==> src/rtl/pll_rst_pkg.sv <==
// +----------------------------------------------------------------------+
// | pll_rst_pkg: shared types and constants for the PLL reset sequencer  |
// | Rev 1.0 - initial release                                            |
// +----------------------------------------------------------------------+
`default_nettype none

package pll_rst_pkg;

    typedef enum logic [2:0] {
        WAIT_LOCK = 3'd0,
        STABILIZE = 3'd1,
        SDRAM_UP  = 3'd2,
        CAM_UP    = 3'd3,
        RUN       = 3'd4
    } state_t;

    localparam int         DEF_LOCK_STABLE_CYCLES = 1024;
    localparam int         DEF_STAGE_GAP          = 256;
    localparam logic [7:0] LOSS_CNT_MAX           = 8'd255;

    // Domain reset pattern {sdram, cam, vga, ready} presented while in a state.
    function automatic logic [3:0] domain_outputs(input state_t s);
        case (s)
            SDRAM_UP: domain_outputs = 4'b1000;
            CAM_UP:   domain_outputs = 4'b1100;
            RUN:      domain_outputs = 4'b1111;
            default:  domain_outputs = 4'b0000;
        endcase
    endfunction

endpackage

`default_nettype wire

==> src/rtl/cdc_bit_sync.sv <==
// +----------------------------------------------------------------------+
// | cdc_bit_sync: single-bit flop-chain synchronizer, sync active-low rst |
// | Rev 1.0 - initial release                                            |
// +----------------------------------------------------------------------+
`default_nettype none

module cdc_bit_sync #(
    parameter int STAGES = 2
) (
    input  logic clk,
    input  logic rst_n,
    input  logic d,
    output logic q
);

    logic [STAGES-1:0] r_chain;

    always_ff @(posedge clk) begin
        if (!rst_n) begin
            r_chain <= '0;
        end else begin
            r_chain <= {r_chain[STAGES-2:0], d};
        end
    end

    assign q = r_chain[STAGES-1];

endmodule

`default_nettype wire

==> src/rtl/pll_rst_seq.sv <==
// +----------------------------------------------------------------------+
// | pll_rst_seq: qualifies PLL lock and releases SDRAM/camera/VGA resets |
// | Rev 1.0 - initial release                                            |
// +----------------------------------------------------------------------+
`default_nettype none

module pll_rst_seq
    import pll_rst_pkg::*;
#(
    parameter int SYNC_STAGES        = 2,
    parameter int LOCK_STABLE_CYCLES = DEF_LOCK_STABLE_CYCLES,
    parameter int STAGE_GAP          = DEF_STAGE_GAP
) (
    input  logic       clk,
    input  logic       rst_n,
    input  logic       pll_locked_i,
    input  logic       sw_reset_i,
    output logic       sdram_rst_n_o,
    output logic       cam_rst_n_o,
    output logic       vga_rst_n_o,
    output logic       sys_ready_o,
    output logic [7:0] lock_loss_cnt_o,
    output logic [2:0] state_o
);

    localparam int CNT_W = $clog2((LOCK_STABLE_CYCLES > STAGE_GAP) ?
                                  LOCK_STABLE_CYCLES : STAGE_GAP) + 1;
    localparam logic [CNT_W-1:0] c_stable_last = CNT_W'(LOCK_STABLE_CYCLES - 1);
    localparam logic [CNT_W-1:0] c_gap_last    = CNT_W'(STAGE_GAP - 1);
    localparam logic [CNT_W-1:0] c_one         = CNT_W'(1);

    logic             w_lock_s;
    state_t           r_state;
    state_t           w_state_nxt;
    logic [CNT_W-1:0] r_cnt;
    logic [CNT_W-1:0] w_cnt_nxt;
    logic [3:0]       r_dom;
    logic [7:0]       r_loss_cnt;

    cdc_bit_sync #(
        .STAGES (SYNC_STAGES)
    ) u_lock_sync (
        .clk   (clk),
        .rst_n (rst_n),
        .d     (pll_locked_i),
        .q     (w_lock_s)
    );

    always_comb begin
        w_state_nxt = r_state;
        w_cnt_nxt   = r_cnt;
        if (r_state == WAIT_LOCK) begin
            w_cnt_nxt = '0;
            if (w_lock_s) begin
                w_state_nxt = STABILIZE;
                w_cnt_nxt   = c_one;
            end
        // Lock loss takes priority; both aborts land in WAIT_LOCK identically.
        end else if (!w_lock_s || sw_reset_i) begin
            w_state_nxt = WAIT_LOCK;
            w_cnt_nxt   = '0;
        end else begin
            case (r_state)
                STABILIZE: begin
                    if (r_cnt == c_stable_last) begin
                        w_state_nxt = SDRAM_UP;
                        w_cnt_nxt   = '0;
                    end else begin
                        w_cnt_nxt = r_cnt + c_one;
                    end
                end
                SDRAM_UP, CAM_UP: begin
                    if (r_cnt == c_gap_last) begin
                        w_state_nxt = (r_state == SDRAM_UP) ? CAM_UP : RUN;
                        w_cnt_nxt   = '0;
                    end else begin
                        w_cnt_nxt = r_cnt + c_one;
                    end
                end
                RUN: begin
                    w_cnt_nxt = '0;
                end
                default: begin
                    w_state_nxt = WAIT_LOCK;
                    w_cnt_nxt   = '0;
                end
            endcase
        end
    end

    always_ff @(posedge clk) begin
        if (!rst_n) begin
            r_state    <= WAIT_LOCK;
            r_cnt      <= '0;
            r_dom      <= 4'b0000;
            r_loss_cnt <= 8'd0;
        end else begin
            r_state <= w_state_nxt;
            r_cnt   <= w_cnt_nxt;
            r_dom   <= domain_outputs(w_state_nxt);
            // Any non-WAIT state implies lock_s was high last cycle, so low now is a 1->0 edge.
            if (r_state != WAIT_LOCK && !w_lock_s && r_loss_cnt != LOSS_CNT_MAX) begin
                r_loss_cnt <= r_loss_cnt + 8'd1;
            end
        end
    end

    assign sdram_rst_n_o   = r_dom[3];
    assign cam_rst_n_o     = r_dom[2];
    assign vga_rst_n_o     = r_dom[1];
    assign sys_ready_o     = r_dom[0];
    assign lock_loss_cnt_o = r_loss_cnt;
    assign state_o         = r_state;

endmodule

`default_nettype wire

==> config.mk <==
export PLATFORM = sky130hd
export DESIGN_NAME = pll_rst_seq
export DESIGN_NICKNAME = d
export VERILOG_FILES = /design/src/rtl/pll_rst_pkg.sv /design/src/rtl/cdc_bit_sync.sv /design/src/rtl/pll_rst_seq.sv
export SDC_FILE = /design/constraint.sdc
export NUM_CORES = 1
export LEC_CHECK = 0
export BUFFER_PORTS_ARGS = -buffer_cell sky130_fd_sc_hd__buf_2
export CORE_MARGIN = 2
export CORE_UTILIZATION = 45
export DETAILED_ROUTE_END_ITERATION = 7
export GPL_TIMING_DRIVEN = 0
export PLACE_DENSITY_LB_ADDON = 0.2
export SYNTH_ARGS = -nofsm -noshare
export SYNTH_HDL_FRONTEND = slang
export SYNTH_HIERARCHICAL = 1
export SYNTH_SLANG_ARGS = --single-unit
export TNS_END_PERCENT = 50
==> constraint.sdc <==
create_clock -name clk -period 1.9 [get_ports clk]
set_input_delay 0.095 -clock clk [delete_from_list [all_inputs] [get_ports clk]]
set_output_delay 0.095 -clock clk [all_outputs]
set_load 0.01 [all_outputs]
==> impl_metrics.py <==
metrics = {
    "clocking": {
        "clock_latency_ns": 0.32,
        "cts_buffers": 3,
        "cts_tree": "built",
        "cts-root-buf": "clkbuf_4",
        "clockBufferDepth": 2,
        "clk_pin_slew_ns": 0.14,
        "h-tree-depth": 1,
        "cts_sinks": 27,
    },
    "timing": {
        "setup_tns_ns": 0,
        "hold_slack_ns": 0.0790,
        "min_period_over_period_pct": 93.8,
        "tightest_slew_ns": 0.359,
        "hold_viol_final": 0,
        "fin_worst_skew_ns": 0.00366,
        "fmax_mhz": 561,
        "drv_slew": 0,
        "grt_setup_unrepaired": "false",
        "finalCriticalPeriod_ns": 1.78,
        "finalSetupViolCount": 0,
        "max-slew-margin-rel_pct": 75.9,
    },
    "critical_path": {
        "cp-end-kind": "flop",
        "worstSetupPathType": "reg2reg",
        "cp_max_fo": 5,
        "crit_path_start_kind": "flop",
        "cp.arrival_ns": 2.01,
        "critPathRequiredTime_ns": 2.13,
    },
    "power": {
        "leakage_uw": 0.000631,
        "finalPower_uw": 845,
        "ir_drop_v": 0.000421,
        "powerDensity_mw_per_mm2": 582,
    },
    "synthesis": {
        "synth_edf_count": 0,
        "synth_top_family_by_area": "simple AND/OR/NAND/NOR gates",
        "yosys_warnings": 6,
        "async_flop_share_pct": 0,
        "synth_nets": 140,
        "synth_fa_ha_area_share_pct": 1.99,
        "synth_seq_cells": 27,
        "synth_area_per_cell_um2": 9.37,
        "synth.area.top_cells": "dfxtp_1, xnor2_1, and2_1",
        "ys_seq_area_share_pct": 43.1,
        "synthFlopType": "dfxtp_1",
        "synth.area.mux_share_pct": 0.798,
        "syn_inst": 134,
        "synth_top_area_share_pct": 43.1,
        "synth_compound_area_share_pct": 10.5,
        "ys_types": 40,
        "netlist_area_mm2": 0.00125,
        "synth-xor-area-share_pct": 9.77,
        "yosys.area_share.simple_pct": 30.8,
        "synth_top_cell_by_area": "dfxtp_1",
    },
    "cells_and_area": {
        "fillers": 260,
        "design_area_mm2": 0.00145,
        "drive_gt1_share_pct": 24.7,
        "antenna_cells": 0,
        "layout.nets": 165,
        "syn2layout_area_growth_pct": 15.7,
    },
    "placed_design": {
        "placed_cell_area_mm2": 0.00138,
        "place_congestion": 0.732,
        "port_buffers": 18,
        "hpwl_um": 1660,
    },
    "global_route": {
        "grt_max_degree": 15,
        "track_usage_pct": 15.9,
        "grt_pass1_vias": 970,
        "grt_first_pass_wirelength_um": 4100,
        "grt-ovfl-total": 0,
        "antenna_found_initial": 0,
    },
    "drt": {
        "routed_wl_um": 2300,
        "drt-pass1-iter-count": 4,
        "drt-wirelength-per-cell_um": 12.2,
        "via_per_inst": 5.44,
        "drc": 0,
        "antenna_left": 0,
        "vias": 1029,
        "dr.first_iter.drc_count": 24,
    },
    "floorplanning": {
        "start_util_pct": 46.3,
        "die_h_um": 56.8,
        "die-area_mm2": 0.00323,
        "die_w_um": 56.8,
        "num_io_pins": 19,
        "rows": 19,
        "core_mm2": 0.00271,
    },
    "run_status": {
        "status": "complete, no violations",
    },
    "hold_path": {
        "min_path_type": "in2reg",
    },
    "job": {
        "max_cap_violations": 0,
    },
}
## flip-flops by register name (all words and copies together), names as in the netlist
register	flops
lock_loss_cnt_o	8
r_cnt	11
r_dom	3
state_o	3
u_lock_sync/r_chain	2
## power breakdown
part / internal [uW] / switching [uW] / total (uW)
logic: 13.4 / 13.1 / 26.4
clock network: 82.2 / 162 / 244
registers: 569 / 4.82 / 574
## repair_timing
action                                  CTS  global route
endpoints found under the hold margin     1             0
pin swaps                                 1             1
endpoints found under the setup margin   11            16
hold buffers                              1             0
buffers inserted                          0             1
gates resized for setup                   2             5
## per-stage QoR
| step | setup slack (ns) | instances | utilization (%) |
|---|---|---|---|
| after floorplan | 0.115 | 134 | - |
| after global placement | -0.0286 | 183 | 51.1 |
| after detailed placement | -0.0533 | 183 | 51.1 |
| after CTS | 0.0142 | 188 | 52.5 |
| after global routing | 0.0219 | 189 | 53.6 |
| final | 0.118 | 189 | 53.6 |
## layout make-up
class / instances / area [um2] / area share, %
clock buffer: 4 / 26.3 / 1.81
timing repair buffer: 20 / 111 / 7.67
inverter: 4 / 15.0 / 1.03
buffer: 3 / 23.8 / 1.64
sequential: 27 / 546 / 37.6
tap: 31 / 38.8 / 2.67
multi-input combinational: 100 / 691 / 47.6
## routing by layer
| layer | track usage, % | up-vias | share of wire (%) |
|---|---|---|---|
| li1 | - | 517 | - |
| met1 | 20.3 | 478 | 44 |
| met4 | 6.31 | 0 | 1.3 |
| met3 | 3.23 | 4 | 5.4 |
| met5 | 0 | - | 0 |
| met2 | 26.1 | 30 | 49 |
## critical path, stage by stage (launching register included)
cell and delay [ns]:
dfxtp_4 0.41, ha_4 0.17, nand3_1 0.13, or4_4 0.55, a22o_4 0.25, and3_1 0.17
## cells by family (layout without fill, tap and decap cells)
| logic type | Yosys count | in the layout |
|---|---|---|
| compound gates | 16 | 16 |
| xor+xnor | 14 | 14 |
| fa+ha+maj | 2 | 2 |
| buf+inv | 7 | 31 |
| flops | 27 | 27 |
| mux | 1 | 1 |
| simple gates | 67 | 67 |
## synth_stat cells (all sizes together), types with 2 or more instances
master  count
and2        9
o21ai       5
nor2       14
nor3        4
xor2        5
and4b       2
and3        6
buf         3
a21oi       4
xnor2       9
inv         4
dfxtp      27
ha          2
nand2      10
a311oi      2
nand4       5
nand3       7
## placed cells by master, fill, tap and decap left out, types with 2 or more instances in the layout
cell,count
buf_2,19
nor2_1,14
nor3_1,3
and4b_1,2
and3_1,5
nand3_1,7
xnor2_1,9
a21oi_1,4
nand4_1,4
xor2_1,5
inv_1,4
buf_6,2
o21ai_0,5
clkbuf_4,3
nand2_1,9
and2_1,9
dfxtp_1,25
## worst paths after layout
kind                                          start                                 to  slack [ns]  cells past startpoint
setup reg to reg                r_cnt[0]$_SDFF_PN0_                r_cnt[1]$_SDFF_PP0_        0.12                      5
hold reg to reg   u_lock_sync/r_chain[0]$_SDFF_PN0_  u_lock_sync/r_chain[1]$_SDFF_PN0_        0.45                      1
setup / recovery                r_cnt[0]$_SDFF_PN0_                r_cnt[1]$_SDFF_PP0_        0.12                      5
hold / removal                           sw_reset_i              state_o[0]$_SDFF_PN0_        0.08                      3
(Power assumes the default switching activity.)
